File: src/rtl/fetch_pkg.sv
// fetch_pkg: shared types and constants for the instruction fetch unit
package fetch_pkg;
    localparam int XLEN = 32;
    localparam logic [XLEN-1:0] RESET_PC_DEFAULT = 32'h0000_0000;
    localparam int OPCODE_LSB = 0;
    localparam int FUNCT3_LSB = 12;
    localparam int FUNCT7B5_BIT = 30;
    typedef struct packed {
        logic [XLEN-1:0] instr;
        logic [XLEN-1:0] pc;
    } fetch_entry_t;
    typedef enum logic [0:0] {RUN = 1'b0, FLUSH = 1'b1} fetch_state_t;
endpackage

File: src/rtl/fetch_fifo.sv
// fetch_fifo: synchronous FIFO of fetched words with flush
module fetch_fifo
    import fetch_pkg::*;
#(
    parameter int DEPTH = 2
) (
    input  logic                   clk,
    input  logic                   reset_n,
    input  logic                   push,
    input  fetch_entry_t           push_data,
    input  logic                   pop,
    input  logic                   flush,
    output fetch_entry_t           head,
    output logic                   full,
    output logic                   empty,
    output logic [$clog2(DEPTH):0] count
);
    localparam int AW = $clog2(DEPTH);
    fetch_entry_t mem [DEPTH];
    logic [AW-1:0] wr_ptr, rd_ptr;
    logic push_ok, pop_ok;
    assign full = count == (AW+1)'(DEPTH);
    assign empty = count == '0;
    assign push_ok = push && (!full || pop);
    assign pop_ok = pop && !empty;
    assign head = mem[rd_ptr];
    // flush discards everything; a push arriving with a flush is wrong-path and dropped too
    always_ff @(posedge clk) begin
        if (!reset_n || flush) begin
            wr_ptr <= '0;
            rd_ptr <= '0;
            count  <= '0;
        end else begin
            if (push_ok) begin
                mem[wr_ptr] <= push_data;
                wr_ptr      <= wr_ptr + AW'(1);
            end
            if (pop_ok) rd_ptr <= rd_ptr + AW'(1);
            count <= count + (AW+1)'(push_ok) - (AW+1)'(pop_ok);
        end
    end
endmodule

File: src/rtl/instr_fetch_unit.sv
// instr_fetch_unit: credit-limited imem fetcher with instruction buffer and redirect flush
module instr_fetch_unit
    import fetch_pkg::*;
#(
    parameter logic [XLEN-1:0] RESET_PC   = RESET_PC_DEFAULT,
    parameter int              FIFO_DEPTH = 2,
    parameter int              MAX_OUTST  = 2
) (
    input  logic            clk,
    input  logic            reset_n,
    output logic            imem_req_valid,
    input  logic            imem_req_ready,
    output logic [XLEN-1:0] imem_req_addr,
    input  logic            imem_rsp_valid,
    input  logic [XLEN-1:0] imem_rsp_data,
    output logic            instr_valid,
    input  logic            instr_ready,
    output logic [XLEN-1:0] instr,
    output logic [XLEN-1:0] instr_pc,
    output logic [XLEN-1:0] instr_pc_plus4,
    output logic [6:0]      op,
    output logic [2:0]      funct3,
    output logic            funct7b5,
    input  logic            redirect_valid,
    input  logic [XLEN-1:0] redirect_target
);
    localparam int OW = $clog2(MAX_OUTST + 1);
    fetch_state_t state;
    logic [XLEN-1:0] fetch_pc, rsp_pc, target;
    logic [OW-1:0] outstanding, drop_cnt, out_next;
    logic [$clog2(FIFO_DEPTH):0] count;
    logic full, empty, req_fire, pop, redir, drop, push;
    fetch_entry_t head;
    // credit: never let buffered plus in-flight words exceed the buffer
    assign imem_req_valid = reset_n && state == RUN && !full && int'(outstanding) < MAX_OUTST
                            && int'(count) + int'(outstanding) < FIFO_DEPTH;
    assign imem_req_addr = fetch_pc;
    assign req_fire = imem_req_valid && imem_req_ready;
    assign instr_valid = !empty && state == RUN;
    assign pop = instr_valid && instr_ready;
    assign redir = pop && redirect_valid;
    assign drop = imem_rsp_valid && drop_cnt != '0;
    assign push = imem_rsp_valid && drop_cnt == '0;
    assign out_next = outstanding + OW'(req_fire) - OW'(imem_rsp_valid);
    assign target = redirect_target & ~32'd3;
    assign instr = instr_valid ? head.instr : '0;
    assign instr_pc = instr_valid ? head.pc : '0;
    assign instr_pc_plus4 = instr_valid ? head.pc + 32'd4 : '0;
    assign op = instr[OPCODE_LSB +: 7];
    assign funct3 = instr[FUNCT3_LSB +: 3];
    assign funct7b5 = instr[FUNCT7B5_BIT];
    fetch_fifo #(.DEPTH(FIFO_DEPTH)) u_fifo (
        .clk       (clk),
        .reset_n   (reset_n),
        .push      (push),
        .push_data ('{instr: imem_rsp_data, pc: rsp_pc}),
        .pop       (pop),
        .flush     (redir),
        .head      (head),
        .full      (full),
        .empty     (empty),
        .count     (count)
    );
    // fetch/response PCs, in-flight count and flush bookkeeping; a redirect turns every in-flight request into a drop
    always_ff @(posedge clk) begin
        if (!reset_n) begin
            state       <= RUN;
            fetch_pc    <= RESET_PC;
            rsp_pc      <= RESET_PC;
            outstanding <= '0;
            drop_cnt    <= '0;
        end else begin
            outstanding <= out_next;
            if (redir) begin
                fetch_pc <= target;
                rsp_pc   <= target;
                drop_cnt <= out_next;
                state    <= out_next != '0 ? FLUSH : RUN;
            end else begin
                if (req_fire) fetch_pc <= fetch_pc + 32'd4;
                if (push) rsp_pc <= rsp_pc + 32'd4;
                if (drop) drop_cnt <= drop_cnt - OW'(1);
                if (drop && drop_cnt == OW'(1)) state <= RUN;
            end
        end
    end
endmodule
File: config.mk
export PLATFORM = sky130hd
export DESIGN_NAME = instr_fetch_unit
export DESIGN_NICKNAME = d
export VERILOG_FILES = /design/src/rtl/fetch_pkg.sv /design/src/rtl/fetch_fifo.sv /design/src/rtl/instr_fetch_unit.sv
export SDC_FILE = /design/constraint.sdc
export NUM_CORES = 1
export LEC_CHECK = 0
export CELL_PAD_IN_SITES_DETAIL_PLACEMENT = 0
export CELL_PAD_IN_SITES_GLOBAL_PLACEMENT = 1
export CORE_UTILIZATION = 25
export DETAILED_ROUTE_END_ITERATION = 8
export PLACE_DENSITY = 0.53
export SLEW_MARGIN = 10
export SYNTH_ARGS = -nofsm -noshare
export SYNTH_HDL_FRONTEND = slang
export SYNTH_HIERARCHICAL = 1
export SYNTH_SLANG_ARGS = --single-unit
File: constraint.sdc
create_clock -name clk -period 8.2 [get_ports clk]
set_input_delay 1.64 -clock clk [delete_from_list [all_inputs] [get_ports clk]]
set_output_delay 1.64 -clock clk [all_outputs]
set_load 0.01 [all_outputs]
# [Word level (Yosys, flattened, before mapping)]
# Memories as Yosys holds them, arrays and structs flattened. A register that Yosys moved wholly into a read port is not among the register bits.
# Cells that the tools add are included.
[word_totals] in_bits=70 output_inout_bits=141 mem_bits_ro=0 register_bits=73 ram_bits=128 n_memories=1 latchBits=0
[mem_list] memory="u_fifo.mem" depth=2 word_bits=64 read_ports=1 rd_ports_with_merged_regs=1 write_ports=1 line_no="fetch_fifo.sv:19" text="fetch_entry_t mem [DEPTH];"
[classes] n_div=0 n_mul=0 n_reduce_logical=27 eq_ne=2 n_addsub=11 n_shift=0 bitwise_logic=2 n_lt_le_gt_ge=2 n_mux=17
[op_table] op="two-way mux 32 bit" n=7
[op_table] op="adder 32 x 3 -> 32 bit, second input constant" n=3
[op_table] op="logical AND 1 bit" n=13
[op_table] op="nonzero test 2 bit" n=6
[op_table] op="two-way mux 1 bit" n=8
[op_table] op="adder 2 x 1 -> 2 bit" n=2
[op_table] op="zero test 2 bit" n=2
[op_table] op="two-way mux 2 bit" n=2
[op_table] op="subtractor 2 x 1 -> 2 bit" n=2
[op_table] op="adder 2 x 2 -> 3 bit" n=1
[op_table] op="zero test 1 bit" n=3
[op_table] op="< comparator 3 x 2 -> 1 bit, second input constant" n=1
[op_table] op="adder 1 bit, second input constant" n=2
[op_table] op="== test 2 x 1 -> 1 bit, second input constant" n=1
[op_table] op="== test 2 bit, second input constant" n=1
[op_table] op="logical OR 1 bit" n=2
[op_table] op="< comparator 2 bit, second input constant" n=1
[op_table] op="NOT 1 bit" n=2
[op_table] op="OR reduction 2 bit" n=1
[op_table] op="subtractor 2 x 1 -> 2 bit, second input constant" n=1

# [Logic depth before layout (Yosys ltp)]
[depth] word_depth=11 depth_mapped=14 mapped_depth_nobuf=12

# [Hierarchy]
# Netlist, hierarchy kept.
[by_module_without_submodules] module="fetch_fifo" n_inst=1 area_each_um2=5176.2 seq_area_each_um2=3943.8 cells_each=228
[by_module_without_submodules] module="instr_fetch_unit" n_inst=1 area_each_um2=4630.7 seq_area_each_um2=1301.2 cells_each=605

# [Worst setup path after synthesis]
# Ideal clock, no wire load.
[synth_timing] path_kind="input to register" start="input port redirect_valid" end="memory u_fifo/mem[1][0] in the netlist's numbering, enable pin" setup_time_ns=0.565 arrival_time_ns=6.636 required_time_ns=7.635 stages=5 setup_slack_ns=0.999 path_cell_list="nand3_1 -> clkbuf_1 -> inv_1 -> nand2b_4 -> nor3_1"
[synth_via] elab_chain_cells=4
[synth_lines] element="start: declaration" line_no="instr_fetch_unit.sv:24" text="input logic redirect_valid,"
[synth_lines] element="logical AND 1 bit" line_no="instr_fetch_unit.sv:41" text="assign redir = pop && redirect_valid;"
[synth_lines] element="via redir" line_no="instr_fetch_unit.sv:32" text="logic full, empty, req_fire, pop, redir, drop, push;"
[synth_lines] element="logical OR 1 bit" line_no="fetch_fifo.sv:29" text="if (!reset_n || flush) begin"
[synth_lines] element="two-way mux 1 bit" line_no="fetch_fifo.sv:29"
[synth_lines] element="two-way mux 1 bit (not written as such)" line_no="fetch_fifo.sv:35" text="mem[wr_ptr] <= push_data;"
[synth_lines] element="end: declaration" line_no="fetch_fifo.sv:19"
# The timed path passes the listed nets, and every way through them passes these cells.

==> results.cfg <==
[status]
status = finished, final reports clean

[die]
die_x_um = 200
fp-row-count = 72
coreArea_um2 = 38600
die_area_um2 = 40000
initial_core_util_pct = 25.4
die_h_um = 200
io_pins = 211

[cts]
clock_latency_ns = 0.44
clk_pin_slew_ns = 0.08
post_cts_buffers = 0
cts_root_buf = clkbuf_16
clock_sinks = 198
cts-resized-gates = 0
clockBufferDepth = 2
cts_buffers = 17
cts_tree = built
cts_hold_buf = 0
cts-htree-levels = 4

[worst_setup_path]
rr_endpoint = u_fifo/mem[0][35]
ff2ff_path_depth = 10
crit_required_ns = 6.56
cp_max_fo = 25
path_class = flop to primary output
ff2ff_setup_slack_ns = 4.24
crit_arrival_ns = 3.67
crit_path_start_kind = flop
rr_startpoint = u_fifo/count[1]
crit_end = instr_pc_plus4[26]
end_kind = primary output

[detailed_routing]
drt_iter0_drc = 296
ant_nets = 0
vias = 6798
vias_per_cell = 4.39
first_pass_iters = 4
drt_wl_total_mm = 26.8
drc = 0
wl_per_cell_um = 17.3

[placement]
placed_area_um2 = 12200
place_ws_ns = 3.10
dpl.hpwl_mm = 19.2
port_buffers = 206
place.gp.congestion = 0.744

[timing]
hold_viol = 0
finalSetupViolCount = 0
post-route-period-util_pct = 64.8
slew_viol_final = 0
skew_ns = 0.0101
worst-slew-pin-transition_ns = 1.01
setup_tns_ns = 0
post-route-min-period_ns = 5.31
maxSlewHeadroom_pct = 32.8
fmax_ghz = 0.188
rsz0062_at_grt = no
finalWorstSetupSlack_ns = 2.89

[finish]
nets = 1098
fin_util_pct = 33.2
nFillCells = 3898
layout-drive-gt1-share_pct = 12.4
syn_to_final_growth_pct = 30.9
antenna_cells = 0
final_cell_mix = clkdlybuf4s50_1 (206), edfxtp_1 (128), and2_1 (72), dfxtp_1 (69), mux2_4 (60)
final_common_cell = clkdlybuf4s50_1
stdcell_area_um2 = 12800
multiInputGateArea_um2 = 4160
regArea_um2 = 5250

[yosys]
async_flop_share_pct = 0
yosys_warnings = 6
synth_cell_types = 51
synth_area_per_cell_um2 = 11.8
ys_ff_latch = 198
synth_edf_count = 128
syn-cell-area_um2 = 9810
seq_area_frac_synth_pct = 53.5
ys.flop_type = edfxtp_1
syn_inst = 833

[global_routing]
grt_pass1_wl_mm = 40.5
antenna_found_initial = 0
overflow = 0
grt_pass1_vias = 6776
grt_util_all_layers_pct = 13.5
grt_max_degree = 72

[power_and_ir_drop]
p_total_mw = 3.70
power_density_nw_per_um2 = 288
vdd_drop_max_mv = 0.145
leakage_nw = 4.23

[hold_path]
hold_path.class = flop to flop
worstHoldStart = state

[flow_run]
cap_violations = 0
[critical path, stage by stage, from the launching register on]
cell and delay, ns:
dfxtp_4 0.67, mux2_4 0.32, ha_1 0.29, inv_1 0.09, nor4_1 0.76, nand4_1 0.19
xor2_1 0.18, nor2_1 0.10, clkdlybuf4s50_1 0.62
[routing by layer]
metal	global-route usage, %	routed length [um]
met1	18.8	13200
met5	0	0
met4	3.56	173
met2	20.8	11800
met3	3.61	1690
[worst min path at each step]
stage | endpoint | slack (ns) | cells past startpoint
3_5_place_dp | u_fifo/mem[1][14] | 0.49 | 0
5_1_grt | u_fifo/mem[1][14] | 0.53 | 0
6_report | state | 0.51 | 2
4_1_cts | state | 0.51 | 2
2_1_floorplan | u_fifo/mem[0][10] | 0.44 | 0
3_3_place_gp | u_fifo/mem[0][31] | 0.48 | 0
[stage by stage]
step,hold WS [ns],cells
3_3_place_gp,0.480,1517
6_report,0.507,1549
2_1_floorplan,0.441,838
3_5_place_dp,0.492,1517
5_1_grt,0.533,1549
4_1_cts,0.510,1549
[report_power, final]
part | internal [mW] | switching (mW) | leakage [nW] | total, mW
clock | 0.456 | 0.405 | 0.293 | 0.861
sequential | 1.27 | 0.138 | 1.75 | 1.41
combinational | 0.725 | 0.706 | 2.18 | 1.43
total | 2.45 | 1.25 | 4.23 | 3.70
[sequential cells by signal (all words and copies together), names as in the netlist, named ones only]
name and count:
imem_req_addr 30, outstanding 2, state 1, rsp_pc 30
u_fifo/mem 128, u_fifo/rd_ptr 1, u_fifo/count 2, u_fifo/wr_ptr 1
drop_cnt 2
[cell usage after synthesis (2+ instances only)]
cell type  instances  area (um2)
edfxtp_1         128        3840
and2_1            72         450
dfxtp_1           70        1400
mux2_4            60         901
xnor2_1           52         455
a21oi_1           51         255
nor2_1            47         176
nand2_1           41         154
o21ai_0           35         175
nand3_1           32         160
xor2_1            28         245
clkbuf_1          23        86.3
nand4_1           21         131
inv_1             20        75.1
nor3_1            17        85.1
nor4_1            17         106
buf_4             16         120
and4_1            10        87.6
a31oi_1            9        56.3
ha_1               9         113
and3_1             7        43.8
buf_12             6         120
or3_1              6        37.5
nor4_2             5        62.6
o31ai_1            5        37.5
or4_1              5        37.5
buf_1              4        15.0
mux2_2             4        45.0
or2_2              4        25.0
a21boi_0           2        15.0
buf_6              2        22.5
mux2i_1            2        20.0
nand2b_1           2        12.5
nand4_2            2        25.0
nor2b_1            2        12.5
nor4_4             2        42.5
[area by class of cell]
| class | instances | share of cell area, % |
|---|---|---|
| multi-input cells | 568 | 32.4 |
| well taps | 518 | 5.05 |
| clock buffers | 19 | 3.62 |
| clock inverters | 13 | 1.02 |
| inverters | 21 | 0.614 |
| repair buffers | 212 | 16.4 |
| flip-flops and latches | 198 | 40.9 |
[kinds of logic after synthesis]
family | count (synthesis) | synth area share [%]
other | 1 | 0.0382
flip-flops | 198 | 53.5
multiplexers | 66 | 9.85
buffers and inverters | 72 | 4.52
adder cells (fa/ha/maj) | 10 | 1.35
AO/OA/AOI/OAI | 107 | 5.93
AND/OR/NAND/NOR | 299 | 17.7
XOR/XNOR | 80 | 7.14
Note: power is estimated with default switching activity, not from simulation.
==> RTL change 1, RTL diff (config.mk and constraints unchanged) <==
Reset style: asynchronous (`reset_n`), changed in one clocked block.
--- a/src/rtl/instr_fetch_unit.sv
+++ b/src/rtl/instr_fetch_unit.sv
@@ -64,3 +64,3 @@
     // fetch/response PCs, in-flight count and flush bookkeeping; a redirect turns every in-flight request into a drop
-    always_ff @(posedge clk) begin
+    always_ff @(posedge clk or negedge reset_n) begin
         if (!reset_n) begin
Check against the original RTL: differs if reset_n is asserted again (counterexample within 4 cycles, from zero or initial values and one cycle with reset_n low); with reset_n held inactive, the same outputs for 4 cycles.
==> RTL change 1 against the original RTL <==
  * Die area is 5.4% higher
  * Hold slack improved by 0.015 ns
  * Sequential cell count stayed put
  * Total power shrank 7.4%
  * Area after synthesis rose by 5.5%
  * Design area is 4.0% higher
  * Setup slack worse by 0.64 ns
  * Wire length is 7.4% higher
  * Critical path type unchanged
  * Critical endpoint is now instr_pc_plus4[25]
==> RTL change 1: results (changes against the original RTL) <==
Power and ir drop:
- The worst IR drop on VDD is 0.129 mV (-11%).
- The leakage component of the power is 4.60 nW (+8.9%).
- The portion of total power attributed to the clock network is 23.8% (+0.5 points).
- The power density over the cells is 257 nW/um2 (-11%).

GRT:
- The pin count of the biggest net entering global routing was 65 (-9.7%).
- The via count of the first global-routing pass is 7382 (+8.9%).
- The total routing usage reported by global routing is 13.8% (+0.29 points).
- The initial antenna violation count was 0 (unchanged).

Yosys:
- The adder-cell share of the synthesized area is 1.28% (-0.070 points).
- The portion of the post-synthesis area used by sequential elements is 53.9% (+0.37 points).
- The flop and latch count out of synthesis came to 198 (unchanged).
- The distinct cell type count of the synthesized netlist is 55 (+7.8%).
- The fraction of the mapped netlist area in compound gates is 8.02% (+2.1 points).
- The post-synthesis xor/xnor area fraction was 2.71% (-4.4 points).
- By count the netlist is led by sky130_fd_sc_hd__edfxtp_1 (128), sky130_fd_sc_hd__nor2_1 (72), sky130_fd_sc_hd__and2_1 (70), sky130_fd_sc_hd__dfrtp_1 (65), sky130_fd_sc_hd__mux2_4 (60).
- The multiplexer share of the synthesized area is 9.76% (-0.088 points).
- After synthesis, the cell types taking the most area are sky130_fd_sc_hd__edfxtp_1 (37%), sky130_fd_sc_hd__dfrtp_1 (16%), sky130_fd_sc_hd__mux2_4 (8.7%).

Cells and area:
- The number of inverters outside the clock class in the layout was 18 (-14%).
- The non-clock buffer count in the final layout is 215 (+1.4%).
- The area of the multi-input gates came to 4350 um2 (+4.7%).
- The non-clock buffer area fraction after layout is 15.9% (-0.50 points).
- The number of fillers in the final layout came to 4123 (+5.8%).
- The share of post-route cells with drive strength above 1 came to 11.3% (-1.1 points).
- The area taken by flip-flops and latches is 5570 um2 (+6.2%).

Drt:
- The routed via count divided by cell count came to 4.74 (+7.9%).
- The number of vias after detailed routing is 7627 (+12%).
- The initial DRC count is 311 (+5.1%).
- The total wire length after detailed routing is 28800 um (+7.4%).
- The detailed-router iteration count before antenna repair was 5 (+1).

STA:
- The maximum achievable frequency is 168 MHz (-11%).
- The setup clock skew after layout was 0.0149 ns (+0.00476 ns).

Place:
- The routability congestion estimate came to 0.758 (+1.9%).
- The count of input and output buffers is 206 (unchanged).
- The sum of net half-perimeters after detailed placement was 20300 um (+5.4%).
- The post-placement cell count was 1578 (+4.0%).

Setup path:
- The arrival time at the worst endpoint is 4.31 ns (+0.64 ns).
- The largest fanout on the critical path was 33 (+32%).

Outcome:
- The run finished with clean final reports.

Clock tree:
- The worst-case clock buffer depth was 2 (unchanged).

Worst hold path:
- The kind of path behind the tightest hold check is reg2reg.
## RTL change 1: cell count changes after synthesis, moves of 9 or more
cell,before,now
sky130_fd_sc_hd__xor2_1,28,18
sky130_fd_sc_hd__dfrtp_1,0,65
sky130_fd_sc_hd__nand4_1,21,36
sky130_fd_sc_hd__o31ai_1,5,14
sky130_fd_sc_hd__xnor2_1,52,14
sky130_fd_sc_hd__or3_1,6,23
sky130_fd_sc_hd__a211oi_1,0,14
sky130_fd_sc_hd__a31oi_1,9,21
sky130_fd_sc_hd__a21oi_1,51,33
sky130_fd_sc_hd__or4_1,5,18
sky130_fd_sc_hd__dfxtp_1,70,5
sky130_fd_sc_hd__nor2_1,47,72
## RTL change 1: path summary, 6_finish.rpt
| check | to | slack [ns] | cells past startpoint | from |
|---|---|---|---|---|
| hold / removal | u_fifo/rd_ptr | 0.52 | 2 | u_fifo/rd_ptr |
| min in group asynchronous | imem_req_addr[31] | 1.22 | 2 | reset_n |
| setup / recovery | instr_pc_plus4[25] | 2.25 | 7 | flop |
| max in group asynchronous | rsp_pc[3] | 6.06 | 3 | reset_n |
| setup reg to reg | u_fifo/mem[1][36] | 4.63 | 8 | u_fifo/count[1] |
| hold reg to reg | u_fifo/rd_ptr | 0.52 | 2 | u_fifo/rd_ptr |
## RTL change 1: critical path, stage by stage, from the launching register on
cell	delay, ns
sky130_fd_sc_hd__dfxtp_4	0.77
sky130_fd_sc_hd__buf_4	0.62
sky130_fd_sc_hd__mux2_4	0.29
sky130_fd_sc_hd__and2_1	0.32
sky130_fd_sc_hd__nand4_1	0.45
sky130_fd_sc_hd__or4_1	0.62
sky130_fd_sc_hd__a21oi_1	0.22
sky130_fd_sc_hd__clkdlybuf4s50_1	0.57
## RTL change 1: layer usage
layer	GRT usage, %	up-vias	share of wire (%)
met2	20.5	238	43
met3	2.85	25	5.4
met5	0	-	0
met4	4.05	0	1.5
li1	-	3658	-
met1	20.1	3706	50
## RTL change 1: metrics by stage
| stage | setup slack (ns) | utilization (%) | instance area, um2 |
|---|---|---|---|
| 2_1_floorplan | 0.873 | - | 10400 |
| 3_3_place_gp | 2.59 | 31.3 | 12800 |
| 3_5_place_dp | 2.58 | 31.3 | 12800 |
| 4_1_cts | 2.07 | 32.7 | 13300 |
| 5_1_grt | 1.92 | 32.7 | 13300 |
| 6_report | 2.25 | 32.7 | 13300 |
## RTL change 1: cells by family (layout without fill, tap and decap cells)
family / Yosys count / after routing
adders and majority gates: 10 / 10
xor gates and xnor gates: 32 / 32
DFF: 198 / 198
buffers and inverters: 80 / 265
muxes: 70 / 70
other: 1 / 6
and+or+nand+nor: 366 / 366
AOI/OAI and AO/OA: 131 / 131
==> RTL change 2, RTL diff (same settings) <==
Made on the original files. `FIFO_DEPTH`: 2 -> 4.
--- a/src/rtl/instr_fetch_unit.sv
+++ b/src/rtl/instr_fetch_unit.sv
@@ -5,3 +5,3 @@
     parameter logic [XLEN-1:0] RESET_PC   = RESET_PC_DEFAULT,
-    parameter int              FIFO_DEPTH = 2,
+    parameter int              FIFO_DEPTH = 4,
     parameter int              MAX_OUTST  = 2
Check against the original RTL: not equivalent (Yosys sat finds a counterexample within 4 cycles, from zero or initial values and one cycle with reset_n low).
==> RTL change 2 against the original RTL <==
  * Wire length rose by 51%
  * Setup slack lost 0.91 ns
  * Clock skew is 0.0037 ns higher
  * Global-route usage fell by 0.14 points
  * Design area grew 47%
  * Total power grew 53%
  * Sequential cell count grew 132
  * Area after synthesis is 51% higher
  * Cell count rose by 33%
  * Critical path type unchanged
  * Largest cell class unchanged
  * Highest routed layer unchanged
==> RTL change 2: results (changes against the original RTL) <==
Power and ir drop:
- The leakage component of the power came to 5.87 nW (+39%).
- The worst IR drop on VDD is 0.136 mV (-5.7%).
- The reported net switching power was 1.76 mW (+41%).

Yosys:
- Yosys attributes the largest share of cell area to sky130_fd_sc_hd__edfxtp_1 (52%), sky130_fd_sc_hd__dfxtp_1 (10%), sky130_fd_sc_hd__mux4_2 (9.7%).
- The distinct cell type count of the synthesized netlist is 59 (+16%).
- The portion of the post-synthesis area used by sequential elements is 62.0% (+8.5 points).

Outcome:
- The flow ran to the end, and the final reports show no timing, DRC or antenna violations.

GRT:
- The wire length of the first global-routing pass is 61300 um (+51%).
- The via count of the first global-routing pass is 9916 (+46%).
- The pin count of the biggest net entering global routing is 87 (+21%).
- The global routing met3 resource utilization came to 2.43% (-1.2 points).
- The global-route met1 utilization was 18.7% (-0.043 points).

Drt:
- The initial DRC count is 533 (+80%).
- The wire length on met1 is 18900 um (+44%).
- The detailed route wirelength on metal3 is 2130 um (+26%).
- The routed via count divided by cell count is 4.76 (+8.4%).
- The total wire length after detailed routing is 40400 um (+51%).
- The total length of routed met2 wires came to 18500 um (+57%).

Cells and area:
- The number of fillers in the final layout was 5736 (+47%).
- The share of post-route cells with drive strength above 1 is 12.2% (-0.23 points).
- The area taken by flip-flops and latches is 9180 um2 (+75%).
- The number of inverters outside the clock class in the layout was 20 (-4.8%).
- The non-clock buffer count in the final layout is 220 (+3.8%).
- The non-clock buffer area fraction after layout was 11.5% (-4.9 points).
- The layout multi-input combinational cell count is 652 (+15%).
- The flip-flop count of the largest register after layout is 256 (+100%).
- The proportion of cell area spent on the clock network is 6.34% (+1.7 points).
- The number of nets in the layout is 1348 (+23%).

Clock tree:
- The latest clock arrival within the worst-skew pair is 0.54 ns (+0.10 ns).
- The maximum level of the CTS H-tree came to 2 (-2).
- The TritonCTS buffer count is 39 (+22).
- The worst-case clock buffer depth came to 3 (+1).

Setup path:
- The largest fanout on the critical path is 30 (+20%).
- The largest individual stage delay along the critical path comes from the cell sky130_fd_sc_hd__dfxtp_4.
- The depth of the worst register-to-register path is 15 (+5).
- The arrival time at the worst endpoint was 4.59 ns (+0.92 ns).
- The worst reg-to-reg setup slack is 4.44 ns (+0.20 ns).
- The startpoint identified for the worst register-to-register timing path is u_fifo/count[2].
- The critical register-to-register path endpoint is u_fifo/count[2].

STA:
- The headroom to the max-slew limit is 37.9% (+5.1 points).
- The setup clock skew after layout came to 0.0138 ns (+0.00367 ns).

Worst hold path:
- The startpoint of the most critical hold path is u_fifo/rd_ptr[1].
[RTL change 2: how the worst max path moves through the flow]
stage	depth (start not counted)	from	slack, ns	endpoint
CTS	7	flop	1.80	instr_pc_plus4[29]
global placement	7	flop	2.42	instr_pc_plus4[29]
finish	7	flop	1.97	instr_pc_plus4[29]
global route	7	flop	1.56	instr_pc_plus4[29]
floorplan	7	instr_ready	3.65	u_fifo/mem[0][0]
detailed placement	7	flop	2.41	instr_pc_plus4[29]
[RTL change 2: through the flow]
stage          setup WS, ns  area, um2  power (mW)  hold WS (ns)  cells
6_report               1.97      18800        5.68         0.486   2053
5_1_grt                1.56      18800        6.02         0.525   2053
4_1_cts                1.80      18800        5.80         0.487   2053
3_5_place_dp           2.41      17600        4.12         0.473   1987
3_3_place_gp           2.42      17600        4.11         0.460   1987
2_1_floorplan          3.65      14800        3.20         0.458   1079
[RTL change 2: power groups by stage]
stage / logic, mW / registers, mW / clock network [mW]
floorplan: 1.02 / 2.19 / 0
CTS: 1.87 / 2.23 / 1.70
global route: 1.99 / 2.26 / 1.76
finish: 1.82 / 2.23 / 1.63
global placement: 1.86 / 2.25 / 0
detailed placement: 1.86 / 2.27 / 0
[RTL change 2: logic make-up (layout without fill, tap and decap cells)]
kind of cell | count (synthesis) | count (layout) | synth area share, %
AO/OA/AOI/OAI | 156 | 156 | 6.70
XOR/XNOR | 27 | 27 | 1.60
adder cells (fa/ha/maj) | 15 | 15 | 1.32
buffers and inverters | 97 | 306 | 3.15
flip-flops | 330 | 330 | 62.0
multiplexers | 72 | 72 | 10.3
other | 1 | 10 | 0.0253
AND/OR/NAND/NOR | 372 | 372 | 14.9
